===== src/rtl/uart_tx_pkg.sv =====
`default_nettype none
// ----------------------------------------------------------------------------
// uart_tx_pkg - TX state encoding, 8N1 frame constants, width helper. Rev 1.0
// ----------------------------------------------------------------------------
package uart_tx_pkg;

   typedef enum logic [1:0] {
      IDLE  = 2'd0,
      START = 2'd1,
      DATA  = 2'd2,
      STOP  = 2'd3
   } tx_state_t;

   localparam int DATA_BITS = 8;
   localparam int STOP_BITS = 1;

   function automatic int clog2(input int value);
      int result;
      int v;
      result = 0;
      v      = value - 1;
      while (v > 0) begin
         result = result + 1;
         v      = v >> 1;
      end
      return result;
   endfunction

endpackage
`default_nettype wire


===== src/rtl/byte_fifo.sv =====
`default_nettype none
// ----------------------------------------------------------------------------
// byte_fifo - first-word-fall-through synchronous FIFO, async reset. Rev 1.0
// ----------------------------------------------------------------------------
module byte_fifo
   import uart_tx_pkg::*;
#(
   parameter int WIDTH = 8,
   parameter int DEPTH = 16,
   localparam int AW   = clog2(DEPTH)
) (
   input  logic             clk,
   input  logic             reset,
   input  logic             push,
   input  logic [WIDTH-1:0] din,
   input  logic             pop,
   output logic [WIDTH-1:0] dout,
   output logic [AW:0]      level,
   output logic             full,
   output logic             empty
);

   localparam logic [AW:0] PTR_ONE = (AW+1)'(1);

   logic [WIDTH-1:0] mem [DEPTH];
   logic [AW:0]      wr_ptr;
   logic [AW:0]      rd_ptr;
   logic             do_push;
   logic             do_pop;

   // Extra pointer MSB separates full (MSBs differ) from empty (pointers equal).
   assign empty   = (wr_ptr == rd_ptr);
   assign full    = (wr_ptr[AW] != rd_ptr[AW]) && (wr_ptr[AW-1:0] == rd_ptr[AW-1:0]);
   assign do_pop  = pop && !empty;
   assign do_push = push && (!full || do_pop);
   assign level   = wr_ptr - rd_ptr;
   assign dout    = mem[rd_ptr[AW-1:0]];

   always_ff @(posedge clk or posedge reset) begin
      if (reset) begin
         wr_ptr <= '0;
         rd_ptr <= '0;
      end else begin
         if (do_push) wr_ptr <= wr_ptr + PTR_ONE;
         if (do_pop)  rd_ptr <= rd_ptr + PTR_ONE;
      end
   end

   always_ff @(posedge clk) begin
      if (do_push) mem[wr_ptr[AW-1:0]] <= din;
   end

endmodule
`default_nettype wire


===== src/rtl/uart_byte_tx.sv =====
`default_nettype none
// ----------------------------------------------------------------------------
// uart_byte_tx - buffers debug-port bytes and sends them as 8N1 UART. Rev 1.0
// ----------------------------------------------------------------------------
module uart_byte_tx
   import uart_tx_pkg::*;
#(
   parameter int CLKS_PER_BIT = 868,
   parameter int FIFO_DEPTH   = 16,
   parameter int CNT_W        = 8
) (
   input  logic                       clk,
   input  logic                       reset,
   input  logic [7:0]                 in_byte,
   input  logic                       in_byte_en,
   output logic                       txd,
   output logic                       busy,
   output logic                       tx_done,
   output logic [clog2(FIFO_DEPTH):0] fifo_level,
   output logic [CNT_W-1:0]           overflow_cnt
);

   localparam int BAUD_W = clog2(CLKS_PER_BIT);
   localparam int BIT_W  = clog2(DATA_BITS);

   localparam logic [BAUD_W-1:0] BAUD_LAST = BAUD_W'(CLKS_PER_BIT - 1);
   localparam logic [BAUD_W-1:0] BAUD_ONE  = BAUD_W'(1);
   localparam logic [BIT_W-1:0]  BIT_LAST  = BIT_W'(DATA_BITS - 1);
   localparam logic [BIT_W-1:0]  STOP_LAST = BIT_W'(STOP_BITS - 1);
   localparam logic [BIT_W-1:0]  BIT_ONE   = BIT_W'(1);
   localparam logic [CNT_W-1:0]  CNT_MAX   = '1;
   localparam logic [CNT_W-1:0]  CNT_ONE   = CNT_W'(1);

   tx_state_t         state, state_n;
   logic [BAUD_W-1:0] baud_cnt, baud_n;
   logic [BIT_W-1:0]  bit_idx, bit_n;
   logic [7:0]        shift, shift_n;
   logic              txd_n;
   logic              pop;
   logic              bit_end;
   logic              drop;
   logic [7:0]        head;
   logic              full;
   logic              empty;

   byte_fifo #(
      .WIDTH (8),
      .DEPTH (FIFO_DEPTH)
   ) u_fifo (
      .clk   (clk),
      .reset (reset),
      .push  (in_byte_en),
      .din   (in_byte),
      .pop   (pop),
      .dout  (head),
      .level (fifo_level),
      .full  (full),
      .empty (empty)
   );

   assign bit_end = (baud_cnt == BAUD_LAST);
   assign drop    = in_byte_en && full && !pop;
   assign busy    = (state != IDLE) || !empty;
   assign tx_done = (state == STOP) && bit_end && (bit_idx == STOP_LAST);

   always_ff @(posedge clk or posedge reset) begin
      if (reset) begin
         state    <= IDLE;
         baud_cnt <= '0;
         bit_idx  <= '0;
         shift    <= '0;
         txd      <= 1'b1;
      end else begin
         state    <= state_n;
         baud_cnt <= baud_n;
         bit_idx  <= bit_n;
         shift    <= shift_n;
         txd      <= txd_n;
      end
   end

   always_comb begin
      state_n = state;
      baud_n  = baud_cnt;
      bit_n   = bit_idx;
      shift_n = shift;
      pop     = 1'b0;
      txd_n   = 1'b1;
      case (state)
         IDLE: begin
            if (!empty) begin
               pop     = 1'b1;
               shift_n = head;
               baud_n  = '0;
               bit_n   = '0;
               state_n = START;
            end
         end
         START: begin
            if (bit_end) begin
               baud_n  = '0;
               state_n = DATA;
            end else begin
               baud_n = baud_cnt + BAUD_ONE;
            end
         end
         DATA: begin
            if (bit_end) begin
               baud_n  = '0;
               shift_n = shift >> 1;
               if (bit_idx == BIT_LAST) begin
                  bit_n   = '0;
                  state_n = STOP;
               end else begin
                  bit_n = bit_idx + BIT_ONE;
               end
            end else begin
               baud_n = baud_cnt + BAUD_ONE;
            end
         end
         STOP: begin
            if (bit_end) begin
               baud_n = '0;
               if (bit_idx == STOP_LAST) begin
                  bit_n   = '0;
                  state_n = IDLE;
               end else begin
                  bit_n = bit_idx + BIT_ONE;
               end
            end else begin
               baud_n = baud_cnt + BAUD_ONE;
            end
         end
         default: state_n = IDLE;
      endcase
      // txd is registered, so its next value follows the next state.
      case (state_n)
         START:   txd_n = 1'b0;
         DATA:    txd_n = shift_n[0];
         default: txd_n = 1'b1;
      endcase
   end

   always_ff @(posedge clk or posedge reset) begin
      if (reset) begin
         overflow_cnt <= '0;
      end else if (drop && (overflow_cnt != CNT_MAX)) begin
         overflow_cnt <= overflow_cnt + CNT_ONE;
      end
   end

endmodule
`default_nettype wire


===== config.mk =====
export PLATFORM = sky130hd
export DESIGN_NAME = uart_byte_tx
export DESIGN_NICKNAME = d
export VERILOG_FILES = /design/src/rtl/uart_tx_pkg.sv /design/src/rtl/byte_fifo.sv /design/src/rtl/uart_byte_tx.sv
export SDC_FILE = /design/constraint.sdc
export NUM_CORES = 1
export LEC_CHECK = 0
export CORE_MARGIN = 1.5
export CORE_UTILIZATION = 38
export DETAILED_ROUTE_END_ITERATION = 8
export PLACE_DENSITY = 0.66
export SYNTH_ARGS = -nofsm -noshare
export SYNTH_HDL_FRONTEND = slang
export SYNTH_SLANG_ARGS = --single-unit

===== constraint.sdc =====
create_clock -name clk -period 3.33 [get_ports clk]
set_clock_uncertainty 0.1 [all_clocks]
set_input_delay 0.666 -clock clk [delete_from_list [all_inputs] [get_ports clk]]
set_output_delay 0.666 -clock clk [all_outputs]
set_load 0.005 [all_outputs]

==> reports/qor.csv <==
stage;metric;value;unit
global_routing;antenna_found_initial;0;
critical_path;worstReg2RegStart;u_fifo.rd_ptr[2];
route;drt_iter0_drc;411;
cells_and_area;nNetsFinal;523;
power;swShare;0.258;
floorplan;die-area;20000;µm²
timing;finalCriticalPeriod;3.14;ns
placed_design;place_inst;707;
synth;synthArstFlopShare;0.247;
floorplan;io_pins;27;
timing;holdWs;0.382;ns
route;vias;4046;
cells_and_area;fillCellCount;1599;
placed_design;post-place-ws;0.467;ns
clocking;clk_pin_slew;0.06;ns
global_routing;grt_use_total;0.155;
synth;synth_top_family_by_area;multiplexers;
route;firstDrtPassIters;4;
cells_and_area;area_growth;14.9;%
critical_path;cp_top_family;buffers and inverters;
clocking;cts-root-buf;clkbuf_16;
timing;finalWorstSetupSlack;0.192;ns
placed_design;port_buffers;26;
synth;syn_inst;457;
synth;synth_top_area_frac;0.527;
synth;synth_mux_area_frac;0.116;
critical_path;cp-startpoint;u_fifo.rd_ptr[1];
route;wl_per_cell;19.7;µm
timing;finalSetupViolations;0;
timing;fmax;319;MHz
floorplan;dieHeight;142;µm
clocking;cts_hold_buffers;0;
clocking;clk_latency;0.42;ns
floorplan;core;18800;µm²
synth;synth_warnings;0;
status;status;complete, no violations;
timing;fin_crit_sh;0.942;
synth;synthXorXnorAreaFrac;0.0252;
cells_and_area;final_layout_size_suffix_gt1_frac;0.153;
floorplan;initial_core_util;0.389;
power;ir_worst_vdd;0.273;mV
power;intPower;3.80;mW
critical_path;cpMaxStageDelayCell;clkdlybuf4s50_1;
power;combPwrFrac;0.146;
cells_and_area;fin_util;0.446;
synth;yosys-top-cells-count;128 x edfxtp_1, 41 x dfrtp_1, 36 x nand2_1;
synth;yosys.area_share.simple;0.0858;
placed_design;place_hpwl;9.75;mm
critical_path;crit_fanout;3;
timing;finalHoldViolCount;0;
synth;yosysSeqAreaShare;0.671;
timing;rsz0062_at_grt;no;
global_routing;grt_pass1_wl;23.2;mm
critical_path;worst-path-buf-inv;2;
floorplan;num_rows;50;
power;seq_power_share;0.505;
synth;synth_area_leaders;edfxtp_1 53%, dfrtp_1 14%, mux4_2 7.1%, mux4_1 2.5%, ha_1 2.4%;
synth;synth_largest_area_cell;edfxtp_1;
route;drc_errors;0;
clocking;cts_sinks;170;
critical_path;crit_type;reg2out;
worst_hold_path;hp-start;baud_cnt[9];
worst_hold_path;hold_path.class;reg2reg;
global_routing;overflow;0;
synth;synth_edf_count;128;
power;pwr-share-clk;0.349;
cells_and_area;multi_input_area;2250;µm²
synth;synthAdderAreaFrac;0.0268;
clocking;clockBufferDepth;2;
route;viasPerCell;5.44;
synth;ys_ff_latch;170;
cells_and_area;seqCellArea;4900;µm²
cells_and_area;diodes;0;
power;leakagePower;2.99;nW
critical_path;path_cells;clkinvlp_4 -> ha_1 -> a21o_1 -> a21oi_1 -> xnor2_1 -> clkdlybuf4s50_1;
global_routing;grt_max_degree;43;
floorplan;die_x;142;µm
route;ant_nets;0;
critical_path;crit_arrival;2.37;ns
synth;synth_area;7290;µm²
synth;synth_compound_area_frac;0.0532;
critical_path;slowest_delay;0.54;ns
timing;slew_headroom;0.547;
clocking;numCtsBuffers;17;
synth;synth_nets;483;
clocking;h-tree-depth;4;
critical_path;cp_data_required_time;2.56;ns
timing;maxSlewViolCount;0;
power;power_switching;1.32;mW
global_routing;first_global_vias;4065;
cells_and_area;fin_cells;744;
timing;fin_setup_tns;0;ns
flow_run;max_cap_viol_count;0;
synth;synth-main-ff-cell;edfxtp_1;
route;finalWirelength;14.7;mm
clocking;tritoncts;built;
timing;worst_slew_pin_slew;0.678;ns
synth;synth_cell_type_count;52;
critical_path;cp-start-kind;register;
critical_path;endpoint_kind;primary output;
power;power.density;611;nW/µm²
synth;syn_area_per_cell;16.0;µm²
placed_design;place.gp.congestion;0.815;
synth;synth.most_common_cell;edfxtp_1;
layout make-up:
cell class,count,share of cell area
timing repair buffer,38,0.0421
multi-input combinational,254,0.268
clock buffer,20,0.0521
tap,234,0.0349
sequential,170,0.585
inverter,16,0.00762
clock inverter,12,0.0106
sequential cells by signal, summed over array words and instances (netlist names):
register,cells
txd,1
shift,8
baud_cnt,10
bit_idx,3
state,2
u_fifo.wr_ptr,5
u_fifo.mem,128
u_fifo.rd_ptr,5
overflow_cnt,8
layer usage:
metal | GRT usage | vias to the layer above | share of wire
li1 | - | 1851 | -
met3 | 0.0432 | 13 | 0.060
met5 | 0 | - | 0
met1 | 0.221 | 2067 | 0.47
met2 | 0.232 | 115 | 0.46
met4 | 0.0445 | 0 | 0.013
what timing repair did:
item,4_1_cts,5_1_grt
endpoints found under the setup margin,0,4
setup buffers,0,5
resized for setup,0,5
hold endpoints to repair,0,0
cell families (layout without fill, tap and decap cells):
group                    count (synthesis)  after routing
multiplexers                            44             44
buffers and inverters                   33             86
AND/OR/NAND/NOR                        119            119
flip-flops                             170            170
AO/OA/AOI/OAI                           55             55
XOR/XNOR                                21             21
adder cells (fa/ha/maj)                 15             15
placed cells by master (no fill, tap or decap), drive strengths merged, types with 2 or more instances in the layout:
cell type,count
edfxtp,128
dfrtp,41
nand2,36
mux4,30
clkdlybuf4s50,25
clkbuf,20
inv,20
and2,18
o21ai,18
xnor2,16
ha,14
nor2,14
buf,12
mux2i,11
and3,10
nand3,10
nand4,9
a211oi,7
a221o,7
xor2,5
nor2b,5
o31ai,5
nor3,5
clkinv,5
a21oi,4
mux2,3
clkinvlp,3
nand2b,3
nor3b,3
and4,2
a31o,2
a21o,2
a31oi,2
final timing paths:
| kind | end | slack (ns) | cells after the start |
|---|---|---|---|
| max in group asynchronous | u_fifo.rd_ptr[0] | 2.14 | 3 |
| min in group asynchronous | overflow_cnt[3] | 0.59 | 3 |
| max reg2reg | u_fifo.mem[8][4] | 0.57 | 7 |
| min | baud_cnt[9] | 0.38 | 1 |
| min reg2reg | baud_cnt[9] | 0.38 | 1 |
| max | fifo_level[3] | 0.19 | 6 |
worst register-to-register path, cell delays in order, from the launching register on:
cell	delay, ns
dfrtp_1	0.40
inv_2	0.23
ha_1	0.34
nand4_1	0.20
nor3_1	0.10
nand2b_1	0.25
nor3b_1	0.40
and2_1	0.41
power groups by stage:
stage / combinational [mW] / clock [mW] / sequential [mW]
final: 0.747 / 1.79 / 2.58
after global routing: 0.822 / 1.91 / 2.60
after CTS: 0.737 / 1.82 / 2.58
after detailed placement: 0.734 / 0 / 2.63
after global placement: 0.716 / 0 / 2.62
after floorplan: 0.406 / 0 / 2.59
per-stage QoR:
stage / power (mW) / area [µm²]
floorplan: 2.99 / 7290
global placement: 3.34 / 7800
detailed placement: 3.36 / 7800
CTS: 5.14 / 8330
global route: 5.33 / 8380
finish: 5.12 / 8380
No activity file was read; power rests on OpenSTA's default activity.
